--- config.mk ---
export PLATFORM = sky130hd
export DESIGN_NAME = lock_code_sender
export DESIGN_NICKNAME = d
export VERILOG_FILES = /design/src/rtl/lock_pkg.sv /design/src/rtl/lock_gap_timer.sv /design/src/rtl/lock_code_sender.sv
export SDC_FILE = /design/constraint.sdc
export NUM_CORES = 1
export LEC_CHECK = 0
export BUFFER_PORTS_ARGS = -buffer_cell sky130_fd_sc_hd__buf_2
export CORE_MARGIN = 2
export CORE_UTILIZATION = 59
export DETAILED_ROUTE_END_ITERATION = 8
export PLACE_DENSITY = 0.81
export REMOVE_ABC_BUFFERS = 1
export SLEW_MARGIN = 30
export SYNTH_ARGS = -nofsm -noshare
export SYNTH_HDL_FRONTEND = slang
export SYNTH_SLANG_ARGS = --single-unit
--- constraint.sdc ---
create_clock -name clk -period 4.8 [get_ports clk]
set_clock_uncertainty 0.05 [all_clocks]
set_input_delay 0 -clock clk [delete_from_list [all_inputs] [get_ports clk]]
set_output_delay 0 -clock clk [all_outputs]
set_load 0.1 [all_outputs]
--- src/rtl/lock_pkg.sv ---
// lock_pkg: shared digit constants and sequencer states for the lock code sender.
package lock_pkg;
   localparam int DIGIT_W = 4;
   localparam logic [DIGIT_W-1:0] MAX_DIGIT = 4'd9;
   typedef enum logic [2:0] {IDLE, SEND, GAP, CHECK, FIN} state_t;
endpackage

--- src/rtl/lock_gap_timer.sv ---
// lock_gap_timer: loadable down-counter flagging the end of an inter-digit gap.
module lock_gap_timer (
   input  logic       clk,
   input  logic       rst_n,
   input  logic       load,
   input  logic       dec,
   input  logic [3:0] load_val,
   output logic       expired
);
   logic [3:0] cnt_q, cnt_d;
   always_comb cnt_d = load ? load_val : (dec && cnt_q != 4'd0) ? cnt_q - 4'd1 : cnt_q;
   always_ff @(posedge clk or negedge rst_n)
      if (!rst_n) cnt_q <= 4'd0;
      else cnt_q <= cnt_d;
   assign expired = cnt_q == 4'd0;
endmodule

--- src/rtl/lock_code_sender.sv ---
// lock_code_sender: strobes a BCD code into a lock digit by digit and reports the lock's verdict.
module lock_code_sender
   import lock_pkg::*;
#(
   parameter int NUM_DIGITS = 6,
   parameter int GAP_CYCLES = 4
) (
   input  logic                          clk,
   input  logic                          rst_n,
   input  logic                          start,
   input  logic                          abort,
   input  logic [DIGIT_W*NUM_DIGITS-1:0] code,
   input  logic                          lock_open,
   input  logic                          lock_closed,
   output logic [3:0]                    digit,
   output logic                          digit_valid,
   output logic                          busy,
   output logic                          done,
   output logic                          pass,
   output logic                          err
);
   localparam int IW = NUM_DIGITS > 1 ? $clog2(NUM_DIGITS) : 1;
   localparam logic [IW-1:0] LAST = IW'(NUM_DIGITS - 1);
   localparam logic [3:0] GAP_LOAD = 4'(GAP_CYCLES - 1);
   state_t state_q, state_d;
   logic [DIGIT_W*NUM_DIGITS-1:0] code_q, code_d;
   logic [IW-1:0] idx_q, idx_d;
   logic [3:0] digit_q, digit_d;
   logic bad_q, bad_d, ok_q, ok_d, digit_valid_q, digit_valid_d;
   logic busy_q, busy_d, done_q, done_d, pass_q, pass_d, err_q, err_d;
   logic bad_in, strobe, fin, accept, expired;
   lock_gap_timer u_gap (
      .clk      (clk),
      .rst_n    (rst_n),
      .load     (state_q == SEND),
      .dec      (state_q == GAP),
      .load_val (GAP_LOAD),
      .expired  (expired)
   );
   always_comb begin
      bad_in = 1'b0;
      for (int i = 0; i < NUM_DIGITS; i++) bad_in = bad_in | (code[DIGIT_W*i +: DIGIT_W] > MAX_DIGIT);
      accept = state_q == IDLE && start;
      strobe = state_q == SEND && !bad_q && !abort;
      fin = state_q == FIN && !abort;
      state_d = state_q;
      case (state_q)
         IDLE:    state_d = start ? SEND : IDLE;
         SEND:    state_d = bad_q ? FIN : GAP;
         GAP:     state_d = !expired ? GAP : idx_q == LAST ? CHECK : SEND;
         CHECK:   state_d = FIN;
         FIN:     state_d = IDLE;
         default: state_d = IDLE;
      endcase
      if (abort && state_q != IDLE) state_d = IDLE;
      code_d = accept ? code : strobe ? code_q << DIGIT_W : code_q;
      idx_d = state_q == IDLE ? '0 : (state_q == GAP && expired && idx_q != LAST) ? idx_q + 1'b1 : idx_q;
      bad_d = accept ? bad_in : bad_q;
      ok_d = state_q == CHECK ? lock_open & ~lock_closed : ok_q;
      digit_d = strobe ? code_q[DIGIT_W*NUM_DIGITS-1 -: DIGIT_W] : digit_q;
      digit_valid_d = strobe;
      busy_d = state_q != IDLE && !abort;
      done_d = fin;
      pass_d = fin ? ok_q & ~bad_q : pass_q;
      err_d = fin ? bad_q : err_q;
   end
   always_ff @(posedge clk or negedge rst_n)
      if (!rst_n) begin
         state_q       <= IDLE;
         code_q        <= '0;
         idx_q         <= '0;
         bad_q         <= 1'b0;
         ok_q          <= 1'b0;
         digit_q       <= 4'd0;
         digit_valid_q <= 1'b0;
         busy_q        <= 1'b0;
         done_q        <= 1'b0;
         pass_q        <= 1'b0;
         err_q         <= 1'b0;
      end else begin
         state_q       <= state_d;
         code_q        <= code_d;
         idx_q         <= idx_d;
         bad_q         <= bad_d;
         ok_q          <= ok_d;
         digit_q       <= digit_d;
         digit_valid_q <= digit_valid_d;
         busy_q        <= busy_d;
         done_q        <= done_d;
         pass_q        <= pass_d;
         err_q         <= err_d;
      end
   assign digit = digit_q;
   assign digit_valid = digit_valid_q;
   assign busy = busy_q;
   assign done = done_q;
   assign pass = pass_q;
   assign err = err_q;
endmodule
# Yosys cells after proc, flatten, opt, wreduce, memory -nomap -nowiden
# Index checks and enable logic that the tools add are counted.
# op_classes
add_sub_neg,2
order_cmp,6
eq_ne,6
mux,12
bitwise,9
n_reduce_logical,18
# op_table
op,n
$mux 24,2
$gt 4x4->1 const B,6
$mux 3,4
$pmux 3 s4,1
$logic_and 1x1->1,9
$mux 4,2
$eq 3x2->1 const B,2
$eq 3x3->1 const B,2
$reduce_bool 2->1,3
$or 1x1->1,5
$logic_not 4->1,1
$mux 2,2
$reduce_bool 4->1,1
$sub 4x1->4 const B,1
$add 3x1->3 const B,1
$eq 3x1->1 const B,1
$logic_not 3->1,1
$ne 3x3->1 const B,1
$reduce_bool 3->1,1
$and 1x1->1,2
$logic_not 1->1,2
$not 1->1,2
$mux 1,1
# totals
regBits,45
inputBits,30
out_inout_bits,9
elab_cells,65

# Depth between registers and ports, before layout
# Gate-level depths: netlist of run 1.
# logic_depth
ltp_word,6
ltp_mapped,6
mapped_depth_nobuf,5

# Cells and area by module
# A second synthesis of run 1 with hierarchy kept.
# unflattened
hier_cells,196
hier_area_um2,2429.8
# by_module_without_submodules
module,instances,cells_each,area_each_um2,seq_area_each_um2
lock_code_sender,1,169,2159.6,1026.0
lock_gap_timer,1,27,270.3,100.1

# Worst setup path before layout of run 1
# No wires, ideal clock.
# synth_timing
kind,reg2reg
start,register state_q[0]
end,"register digit_q[3], in the netlist digit[3]"
setup_ns,0.128
t_arrival_ns,1.595
required_ns,4.622
path_slack_ns,3.027
stages_incl_launch_ff,6
path_buffers,2
period_less_slack_ns,1.773
cell_sequence,dfrtp_1 buf_4 or3b_2 nor3_4 buf_6 mux2_1
# synth_between
elab_chain_cells,3
# synth_lines
item,line_no,rtl
"start, declared",lock_code_sender.sv:25,"state_t state_q, state_d;"
"start signal, assigned",lock_code_sender.sv:81,state_q <= state_d;
$eq 3x1->1,lock_code_sender.sv:44,strobe = state_q == SEND && !bad_q && !abort;
$logic_and 1x1->1 (2 in a row),lock_code_sender.sv:44,
via digit_valid_d,lock_code_sender.sv:29,"logic bad_q, bad_d, ok_q, ok_d, digit_valid_q, digit_valid_d;"
"end signal, assigned",lock_code_sender.sv:86,digit_q <= digit_d;
"end, declared",lock_code_sender.sv:28,"logic [3:0] digit_q, digit_d;"
# The timed path passes the listed nets, and every way through them passes these cells.
# A chain may end at the register's enable or synchronous reset.

# Worst setup path in the final report of run 1
# layout_timing
start,register state_q[2]
end,"register digit_q[1], in the netlist digit[1]"
# layout_between
elab_chain_cells,3
# layout_lines
item,line_no
$eq 3x1->1,lock_code_sender.sv:44
$logic_and 1x1->1 (2 in a row),lock_code_sender.sv:44
# No other way between the ends.

==> impl.org, run 1 <==
** Setup path
- Among cell families on the critical path, the largest total delay comes from simple AND/OR/NAND/NOR gates.
- R2r worst-path depth :: 3
- Walking the worst path, the cells encountered are or3b_2 -> nor3_4 -> mux2_2.
- Critical-path cell with the highest stage delay :: or3b_2
- Data on the critical path is required at its endpoint by around 5000 ps.
- In this run the register-to-register setup slack is between 2000 and 3000 ps.
- Slowest cell delay on critical path :: around 570 ps
- The critical path in this run is classified as reg2reg.
- Of all nets on the critical path, the largest fanout is 14.
- The worst setup path is launched from a register.
- Crit Reg-Reg Endpoint :: digit[1]$_DFFE_PN0P_
- The startpoint identified for the worst register-to-register timing path is state_q[2]$_DFF_PN0_.
- Crit path arrival time :: 2340 ps
- STA classifies the critical path endpoint as a register.
- Sum of buffers and inverters on the critical path :: 0

** Place
- Worst setup slack before clock tree synthesis :: between 2000 and 3000 ps
- Routability cong. :: 0.863
- Number of port buffers :: 38
- Placed Cells incl. Taps :: between 200 and 300
- HPWL reported at the end of detailed placement :: about 3.0 mm

** Global route
- First-pass GRT wire length :: a little over 8 mm
- For this run, the total global-route usage over all layers was measured as 0.267.
- Global routing met1 resource utilization :: 0.356
- Pin count of the biggest net entering global routing :: 46
- The number of global-route vias before repair came to ~1700.
- In the global route stage, met2 resource usage came out at 0.431.
- The number of antenna violations at the first check in global routing was 0.
- The layer flagged by global routing as most heavily used is met2.
- Met3 routing resource usage after global routing :: 0.0634
- Aggregate global routing overflow :: 0

** Finish
- Sequential cell area in the final layout :: roughly 1100 um^2
- Excluding fillers, the count of instances in the completed layout stands at 297.
- Final Core Density :: 0.789
- Net count reported at finish :: 284
- From synthesis to final layout, the design area changed by 26.5%.
- Total of fill cells in the finished design :: 206
- Number of antenna repair diodes :: 0
- Of the cells placed in the final design, the portion with a size suffix greater than 1 is 0.251.
- Combined area of the multi-input logic cells :: ~900 um^2

** Synth
- Synthesis produced 187 cells.
- Synthesized area per cell :: around 11 um^2
- Count of synthesis-stage warnings from yosys :: 0
- Share of flip-flops with an asynchronous set or reset :: 1.00
- Synthesis inferred 45 register bits.
- Most common flop cell mapped by yosys :: dfrtp_1
- Number of flops mapped to enable cells by yosys :: 0
- For this run, the register share of the synthesized area comes to 0.533.
- In this run, distinct cell masters in the synthesized netlist total 39.
- Netlist Area Pre-Place :: between 2000 and 2500 um^2

** Clock network
- Clock-pin slew was measured on the worst setup and hold paths at between 100 and 150 ps.
- For the worst-skew pair, the clock arrives at the later sink with an insertion delay of 360 ps.
- No sink is reached through more buffers than the 2 on the longest clock path.
- Counting the buffers created by CTS gives 5.
- The tree is rooted in a clkbuf_4.
- The H-tree was split into 2 levels.
- Clock tree from TritonCTS :: yes
- Clk sink count :: 45
- Resize count post-CTS :: 0

** STA
- Post-route clock period utilization :: 0.444
- Setup violations remaining at the end of the flow were counted as 0.
- In the final timing run, aggregate negative setup slack is 0 ps.
- Final worst-path setup slack :: 2670 ps
- Slew Limit Headroom :: 0.491
- Fmax achieved :: about 470 MHz
- The number of endpoints with negative hold slack in the final report is 0.
- For the finished layout, the period the worst path requires is 2130 ps.
- Slew of the pin with the lowest slew margin :: roughly 760 ps
- Setup repair after global routing left no endpoint under its margin.
- The count of final max-slew check failures came to 0.

** Drt
- Via density :: just under 6
- The pre-antenna-repair detailed-routing pass consisted of 4 iterations.
- The final route contains between 1500 and 2000 vias.
- After detailed routing, the number of remaining DRC violations is 0.
- Number of routed nets with antenna violations :: 0
- For this block, the routed nets add up to between 4 and 5 mm of wire.
- Average wire per cell in the routed design :: 16.3 um
- After the first detailed-routing iteration, the DRC count stood at 128.

** Power and ir drop
- In this run the static leakage power is approximately 1.3 nW.
- In this run the power density over the cells is 503 nW/um^2.
- Summing internal, switching and leakage power gives 1.34 mW.
- Max IR drop VDD :: 0.274 mV

** Job
- Max Cap Violations :: 0

** Floorplan
- The region available for standard cell placement spans between 3000 and 4000 um^2.
- Initial Util :: 0.623
- Number of placement rows :: 21
- Total die area :: between 4000 and 5000 um^2
- Count of boundary I/O pins :: 39
- In this run the horizontal extent of the chip is between 60 and 70 um.
- Floorplan die height :: about 64 um

** Run status
- Outcome :: finished, final reports clean

** Min path
- The worst hold path belongs to the class in2async.
## kinds of logic after synthesis
group,Yosys count,synth area share
and+or+nand+nor,64,0.187
muxes,9,0.0462
adders and majority gates,4,0.0237
buffers and inverters,18,0.0432
AOI/OAI and AO/OA,47,0.167
DFF,45,0.533
## power breakdown
| group | total [mW] | internal (mW) | switching (mW) |
|---|---|---|---|
| Combinational | 0.505 | 0.172 | 0.333 |
| Clock | 0.235 | 0.111 | 0.124 |
| Sequential | 0.604 | 0.516 | 0.0878 |
## cell usage after synthesis (4+ instances only)
library cell,number,area [um^2]
a221o_1,16,160
and3_1,16,100
buf_2,4,20.0
clkbuf_1,6,22.5
dfrtp_1,45,1130
ha_1,4,50.1
inv_1,5,18.8
mux2_2,5,56.3
nand2_1,16,60.1
nand3_1,5,25.0
nor2_1,5,18.8
o211ai_1,4,30.0
o21ai_0,15,75.1
or3b_2,4,35.0
## layout by cell type, fill, tap and decap left out, types with 2 or more instances in the layout
master         count
dfrtp_1           45
buf_2             37
dlygate4sd3_1     28
nand2_1           16
and3_1            16
a221o_1           16
o21ai_0           15
inv_1              5
nor2_1             5
nand3_1            5
mux2_2             5
clkbuf_4           5
or3b_2             4
o211ai_1           4
ha_1               4
buf_4              4
nor3b_1            3
a21oi_1            3
nor3_1             3
mux2i_1            3
a221oi_1           2
o31ai_1            2
nand3b_1           2
## sequential cells by signal, indices dropped and copies added (netlist names)
register,count
code_q,24
state_q,3
busy,1
bad_q,1
pass,1
done,1
idx_q,3
u_gap.cnt_q,4
ok_q,1
digit_valid,1
digit,4
err,1
## worst reg2reg max path, cell delays in order (launching register included)
cell and delay [ps]:
dfrtp_1 550, or3b_2 570, nor3_4 450, mux2_2 410
## final cells by class
type / instances / area share
sequential: 45 / 0.421
multi-input combinational: 124 / 0.335
timing repair buffer: 69 / 0.185
tap: 46 / 0.0215
clock buffer: 6 / 0.0154
clock inverter: 2 / 0.0145
inverter: 5 / 0.00702
## routing by layer
layer  up-vias  routed length (um)
li1        828                   -
met1       844                2070
met2        64                2430
met3         7                 281
met4         0                  66
met5         -                   0
## what timing repair did
item / 4_1_cts / 5_1_grt
hold buffers: 28 / 0
endpoints found under the hold margin: 76 / 0
setup buffers: 0 / 0
## metrics by stage
step	hold WS [ps]	cell area (um^2)
floorplan	-346	2040
global placement	146	2310
detailed placement	162	2310
CTS	223	2670
global route	147	2670
finish	104	2670
## worst max path at each step
| stage | start | end | slack (ps) | depth (start not counted) |
|---|---|---|---|---|
| after detailed placement | state_q[2]$_DFF_PN0_ | digit[1]$_DFFE_PN0P_ | 2710 | 3 |
| after global placement | state_q[2]$_DFF_PN0_ | digit[0]$_DFFE_PN0P_ | 2770 | 3 |
| after global routing | state_q[2]$_DFF_PN0_ | digit[1]$_DFFE_PN0P_ | 2560 | 3 |
| after floorplan | state_q[2]$_DFF_PN0_ | code_q[15]$_DFFE_PN0P_ | 2490 | 3 |
| after CTS | state_q[2]$_DFF_PN0_ | digit[1]$_DFFE_PN0P_ | 2680 | 3 |
| final | state_q[2]$_DFF_PN0_ | digit[1]$_DFFE_PN0P_ | 2670 | 3 |
(Power assumes the default switching activity.)
==> inputs of run 2 (changes only) <==
--- a/config.mk
+++ b/config.mk
@@ -7,9 +7,9 @@
 export LEC_CHECK = 0
 export BUFFER_PORTS_ARGS = -buffer_cell sky130_fd_sc_hd__buf_2
 export CORE_MARGIN = 2
-export CORE_UTILIZATION = 59
+export CORE_UTILIZATION = 55
 export DETAILED_ROUTE_END_ITERATION = 8
-export PLACE_DENSITY = 0.81
+export PLACE_DENSITY = 0.76
 export REMOVE_ABC_BUFFERS = 1
 export SLEW_MARGIN = 30
 export SYNTH_ARGS = -nofsm -noshare
==> constraint.sdc (replaced) <==
create_clock -name clk -period 2.1 [get_ports clk]
set_clock_uncertainty 0.05 [all_clocks]
set_input_delay 0 -clock clk [delete_from_list [all_inputs] [get_ports clk]]
set_output_delay 0 -clock clk [all_outputs]
set_load 0.1 [all_outputs]
==> impl.org, run 2 (synthesis results as in run 1) <==
** Run status
- Outcome :: finished, final reports clean

** Global route
- Antenna violations before repair :: 0 (unchanged)
- The overall fraction of global-route tracks in use was 0.271 (+0.00431).
- First-pass GRT wire length :: 8.76 mm (+6.7%)
- The maximum number of pins on one net before global-route repair was 31 (-33%).
- The aggregate global routing overflow came to 0 (unchanged).
- The number of global-route vias before repair was 1854 (+6.4%).

** Floorplan
- Floorplan die height :: 66.0 um (+3.3%)
- Horizontal die dimension :: 66.0 um (+3.3%)
- Number of placement rows :: 22 (+4.8%)
- The area of the die came to 4350 um^2 (+6.8%).
- The boundary pin count is 39 (unchanged).
- Initial Util :: 0.573 (-0.0505)
- Core area :: 3690 um^2 (+8.8%)

** STA
- The max-slew headroom at the worst pin came to 0.464 (-0.0263).
- Setup repair after global routing left no endpoint under its margin.
- Slew of the pin with the lowest slew margin :: 804 ps (+39.4 ps)
- The number of endpoints with negative hold slack in the final report is 0 (unchanged).
- Final Max Tran Viols :: 0 (unchanged)
- The number of endpoints failing setup at the final stage is 0 (unchanged).
- Minimum period implied by the final worst setup slack :: 1850 ps (-279 ps)
- The worst hold slack after final layout was 90.8 ps (-13.4 ps).
- The final total negative setup slack is 0 ps (unchanged).
- Post-route clock period utilization :: 0.882 (+0.438)
- Fmax achieved :: 540 MHz (+15%)

** Drt
- The number of search-and-repair iterations in the first detailed-routing pass was 4 (unchanged).
- Routed vias :: 1815 (+4.1%)
- The mean number of vias per cell came to 5.99 (+2.1%).
- The routed wire length per instance came to 17.3 um (+5.8%).
- Number of design rule violations left after detail routing :: 0 (unchanged)
- The number of DRC violations after detailed-routing iteration 0 came to 153 (+20%).
- Aggregate routed wire length :: 5.24 mm (+8.0%)
- The number of routed nets with antenna violations came to 0 (unchanged).

** Setup path
- The setup path with the least slack is of type reg2reg.
- Crit path arrival time :: 1980 ps (-360 ps)
- Peak fanout along the critical path :: 11 (-3)
- Data required time of the critical path :: 2230 ps (-2780 ps)
- Setup crit end kind :: register
- The worst setup path is launched from a register.

** Finish
- Flip-flop count of the largest register, all copies and words added :: 24 (unchanged)
- Final Core Density :: 0.739 (-0.0500)
- Total of fill cells in the finished design :: 264 (+28%)
- The share of cells above drive strength 1 was 0.267 (+0.0157).
- Final design instance area without fill :: 2730 um^2 (+1.9%)
- Relative to the synthesized area, the layout overhead comes to 29.0%.
- Register with the highest flop count :: code_q
- The library cell used most frequently in the layout, excluding fill and tap cells, is dfrtp_1.
- Highest-count cells in the layout ignoring fill and taps :: dfrtp_1 (45), buf_2 (38), dlygate4sd3_1 (28)
- Sequential cell area in the final layout :: 1130 um^2 (unchanged)
- The number of antenna diodes was 0 (unchanged).
- Net count reported at finish :: 288 (+1.4%)
- The multi-input combinational cell area was 896 um^2 (unchanged).

** Clock network
- The root buffer cell chosen for the clock tree is clkbuf_8.
- The post-cts repair resize count came to 0 (unchanged).
- The clock sink count came to 45 (unchanged).
- Clock tree from TritonCTS :: yes
- The clock latency of the later-clocked register in the worst-skew pair was 290 ps (-70 ps).
- Clock transition at the registers of the reported paths :: 80 ps (-50 ps)
- Max clock buf depth :: 2 (unchanged)
- The number of buffers created by CTS was 5 (unchanged).
- The depth of the CTS H-tree was 2 (unchanged).

** Place
- The detailed placer's ending HPWL was 3.36 mm (+12%).
- Placed cell areas :: 2340 um^2 (+1.4%)
- Routability cong. :: 0.832 (-3.7%)
- The number of port buffers came to 38 (unchanged).

** Power and ir drop
- Max IR drop VDD :: 0.681 mV (+150%)
- The leakage power is 1.34 nW (+2.4%).
- The power per cell area is 1150 nW/um^2 (+130%).

** Job
- Max Cap Violations :: 0 (unchanged)

** Min path
- The path class of the tightest hold or removal check is in2async.
run 2: worst paths after layout:
check	slack, ps	endpoint	depth (start not counted)	from
worst max-delay path	250	digit[2]$_DFFE_PN0P_	3	state_q[0]$_DFF_PN0_
worst min-delay path	90	u_gap.cnt_q[2]$_DFFE_PN0P_	2	rst_n
worst max register to register	250	digit[2]$_DFFE_PN0P_	3	state_q[0]$_DFF_PN0_
worst min register to register	440	ok_q$_DFFE_PN0N_	2	ok_q$_DFFE_PN0N_
max in group asynchronous	1210	digit[2]$_DFFE_PN0P_	3	rst_n
min in group clk	120	state_q[0]$_DFF_PN0_	4	start
run 2: worst max-delay path, cell delays in order, from the launching register on:
cell	delay, ps
dfrtp_1	520
or3b_2	520
nor3_4	270
mux2_2	370
run 2: cell type report:
type,count,share of cell area
clock inverters,1,0.00184
well taps,48,0.0220
repair buffers,73,0.192
flip-flops and latches,45,0.413
clock buffers,7,0.0354
multi-input cells,124,0.329
inverters,5,0.00689
run 2: stage by stage:
stage	power [mW]	worst slack (ps)	instances
floorplan	2.20	-206	174
global placement	2.47	302	267
detailed placement	2.53	239	267
CTS	3.14	230	303
global route	3.31	73.2	303
finish	3.13	247	303
run 2: what timing repair did:
action,in CTS,in global routing
hold buffers,28,0
hold endpoints to repair,44,0
setup buffers,0,0
run 2: layer usage:
layer	wire, um	GRT usage	vias up
met2	2870	0.495	70
met1	1980	0.305	895
met4	134	0.105	0
met3	247	0.0613	16
met5	0	0	-
li1	-	-	834
run 2: report_power, final:
| part | total [mW] | internal [mW] | leakage [nW] | switching (mW) |
|---|---|---|---|---|
| logic | 1.17 | 0.403 | 0.721 | 0.770 |
| clock network | 0.572 | 0.297 | 0.0542 | 0.275 |
| registers | 1.39 | 1.18 | 0.562 | 0.204 |
==> inputs of run 3 (changes only) <==
--- a/config.mk
+++ b/config.mk
@@ -8,9 +8,11 @@
 export BUFFER_PORTS_ARGS = -buffer_cell sky130_fd_sc_hd__buf_2
 export CORE_MARGIN = 2
 export CORE_UTILIZATION = 55
+export CTS_BUF_LIST = sky130_fd_sc_hd__clkbuf_16
 export DETAILED_ROUTE_END_ITERATION = 8
 export PLACE_DENSITY = 0.76
 export REMOVE_ABC_BUFFERS = 1
+export SETUP_SLACK_MARGIN = 0.2
 export SLEW_MARGIN = 30
 export SYNTH_ARGS = -nofsm -noshare
 export SYNTH_HDL_FRONTEND = slang
==> impl.org, run 3 (synthesis results as in run 1) <==
** Clock network
- TritonCTS built the clock tree.
- The post-CTS clock slew at the launch and capture registers of the worst setup and hold paths came to 60 ps (-20 ps).
- Clock latency of the later-clocked register in the worst-skew pair :: 280 ps (about the same)
- Count of H-tree levels built during CTS :: 2 (unchanged)
- The clock sink count came to 45 (unchanged).
- The number of buffers created by CTS is 5 (unchanged).
- The tree is rooted in a clkbuf_16.
- Max clock buf depth :: 2 (unchanged)

** Drt
- Number of design rule violations left after detail routing :: 0 (unchanged)
- The number of DRC violations after detailed-routing iteration 0 was 161 (+5.2%).
- The via total after detailed routing is 1814 (-0.055%).
- Average wire per cell in the routed design :: 17.5 um (+1.1%)
- First-pass detailed-route iteration total :: 4 (unchanged)
- Number of routed nets with antenna violations :: 0 (unchanged)
- The mean number of vias per cell came to 6.01 (+0.28%).
- The total detailed-routing wirelength came to 5.28 mm (+0.78%).

** STA
- The minimum clock period after layout is 1830 ps (-24.4 ps).
- Final Max Tran Viols :: 0 (unchanged)
- The slew at the pin with the worst max-slew slack was 819 ps (+15.5 ps).
- The maximum operating frequency is 547 MHz (+1.3%).
- The post-route clock period utilization came to 0.871 (-0.0116).
- Slew Limit Headroom :: 0.454 (-0.0103)
- The final worst setup slack is 272 ps (+24.4 ps).
- The final total negative setup slack came to 0 ps (unchanged).
- Setup repair after global routing could not meet its margin everywhere.
- The number of endpoints with negative hold slack in the final report came to 0 (unchanged).
- The number of endpoints failing setup at the final stage is 0 (unchanged).

** Global route
- Pin count of the biggest net entering global routing :: 31 (unchanged)
- First-pass GRT wire length :: 8.60 mm (-1.8%)
- The overall fraction of global-route tracks in use came to 0.267 (-0.00370).
- The number of antenna violations at the first check in global routing is 0 (unchanged).
- Via count of the first global-routing pass :: 1886 (+1.7%)
- The aggregate global routing overflow came to 0 (unchanged).

** Floorplan
- The core outline area came to 3690 um^2 (unchanged).
- The boundary pin count was 39 (unchanged).
- Number of placement rows :: 22 (unchanged)
- The x dimension of the die is 66.0 um (unchanged).
- The initial standard-cell utilization of the core is 0.573 (unchanged).
- The area of the die was 4350 um^2 (unchanged).
- The vertical extent of the die came to 66.0 um (unchanged).

** Min path
- Hold WC Path Type :: in2reg
- The worst hold path was traced through 3 stages.

** Run status
- Outcome :: finished, final reports clean

** Setup path
- The cell count of the worst reg-to-reg path was 4 (+1).
- Crit path arrival time :: 1870 ps (-110 ps)
- Critical-path cell with the highest stage delay :: or3b_2
- Critical Path, Cell by Cell :: or3b_2 -> nor3_4 -> buf_4 -> a221oi_1
- Peak fanout along the critical path :: 11 (unchanged)
- Setup crit end kind :: register
- The setup path with the least slack is of type reg2reg.
- Slowest cell delay on critical path :: 510 ps (about the same)
- The critical path data required time came to 2140 ps (-90 ps).
- Critical Path Source Type :: register

** Finish
- Flip-flop count of the largest register, all copies and words added :: 24 (unchanged)
- The final cell utilization of the core was 0.748 (+0.00882).
- The layout net count is 287 (-0.35%).
- The final cell count without fillers came to 302 (-0.33%).
- Number of antenna repair diodes :: 0 (unchanged)
- More flip-flops sit in one register than any other, and that register is code_q.
- Most common library cell in the layout ignoring fill and taps :: dfrtp_1
- Layout overhead on the synthesized area :: 30.5%
- Fraction of final layout cells sized beyond drive strength 1 :: 0.268 (+0.00105)
- Leaving out fill and tap cells, the most frequent cells in the layout are dfrtp_1 (44), buf_2 (38), dlygate4sd3_1 (27).

** Power and ir drop
- The power per cell area was 1200 nW/um^2 (+4.3%).
- Static leakage :: 1.35 nW (+1.0%)
- Max IR drop VDD :: 0.714 mV (+4.9%)

** Job
- The reported max-cap violation count is 0 (unchanged).

** Place
- The placed instance count is 267 (unchanged).
- The final weighted congestion in routability-driven placement is 0.832 (unchanged).
- The number of port buffers came to 38 (unchanged).
- The detailed placer's ending HPWL came to 3.36 mm (unchanged).
- Worst setup slack before clock tree synthesis :: 239 ps (unchanged)
## run 3: cell count changes in the layout (fill, tap and decap cells not counted), sizes merged
| cell | previous run | this run |
|---|---|---|
| dlygate4sd3 | 28 | 27 |
| clkbuf | 7 | 5 |
| clkinv | 1 | 3 |
## run 3: worst max-delay path, delay by kind of cell (launching register included)
kind	cells	cell delay [ps]
compound gates	1	100
buf+inv	1	220
flops	1	460
simple gates	2	800
## run 3: where the power goes
part / total, mW / internal, mW / switching [mW] / leakage, nW
Clock: 0.730 / 0.430 / 0.301 / 0.0687
Combinational: 1.18 / 0.402 / 0.777 / 0.722
Sequential: 1.40 / 1.19 / 0.209 / 0.560
## run 3: area by class of cell
type                       instances  area [um^2]
clock buffer                       5          125
sequential                        45         1130
multi-input combinational        124          901
clock inverter                     3         12.5
timing repair buffer              72          513
fill                             253          931
tap                               48         60.1
inverter                           5         18.8
## run 3: routing by layer
metal  share of wire  vias to the layer above  track usage  wire length [um]
li1                -                      832            -                 -
met1            0.39                      905        0.303              2050
met2            0.55                       65        0.486              2920
met3           0.038                       12       0.0494               200
met4           0.022                        0        0.120               114
met5               0                        -            0                 0
## run 3: worst paths after layout
kind / end / slack [ps] / start
worst min register to register: ok_q$_DFFE_PN0N_ / 440 / ok_q$_DFFE_PN0N_
worst min-delay path: code_q[23]$_DFFE_PN0P_ / 30 / code[23]
max in group asynchronous: code_q[3]$_DFFE_PN0P_ / 1180 / rst_n
worst max register to register: code_q[23]$_DFFE_PN0P_ / 270 / state_q[0]$_DFF_PN0_
min in group asynchronous: u_gap.cnt_q[2]$_DFFE_PN0P_ / 110 / rst_n
worst max-delay path: code_q[23]$_DFFE_PN0P_ / 270 / state_q[0]$_DFF_PN0_
## run 3: stage by stage
stage                     cell area [um^2]  power [mW]  hold WS, ps
after floorplan                       2040        2.20         -346
after global placement                2340        2.47         -124
after detailed placement              2340        2.53         -113
after CTS                             2750        3.30         32.7
after global routing                  2760        3.47         33.8
final                                 2760        3.31         31.4
## run 3: what timing repair did
item                                   4_1_cts  5_1_grt
gates resized for setup                      0        2
setup buffers                                0        0
setup endpoints to repair                    0       15
endpoints found under the hold margin       43        0
hold buffers                                27        0
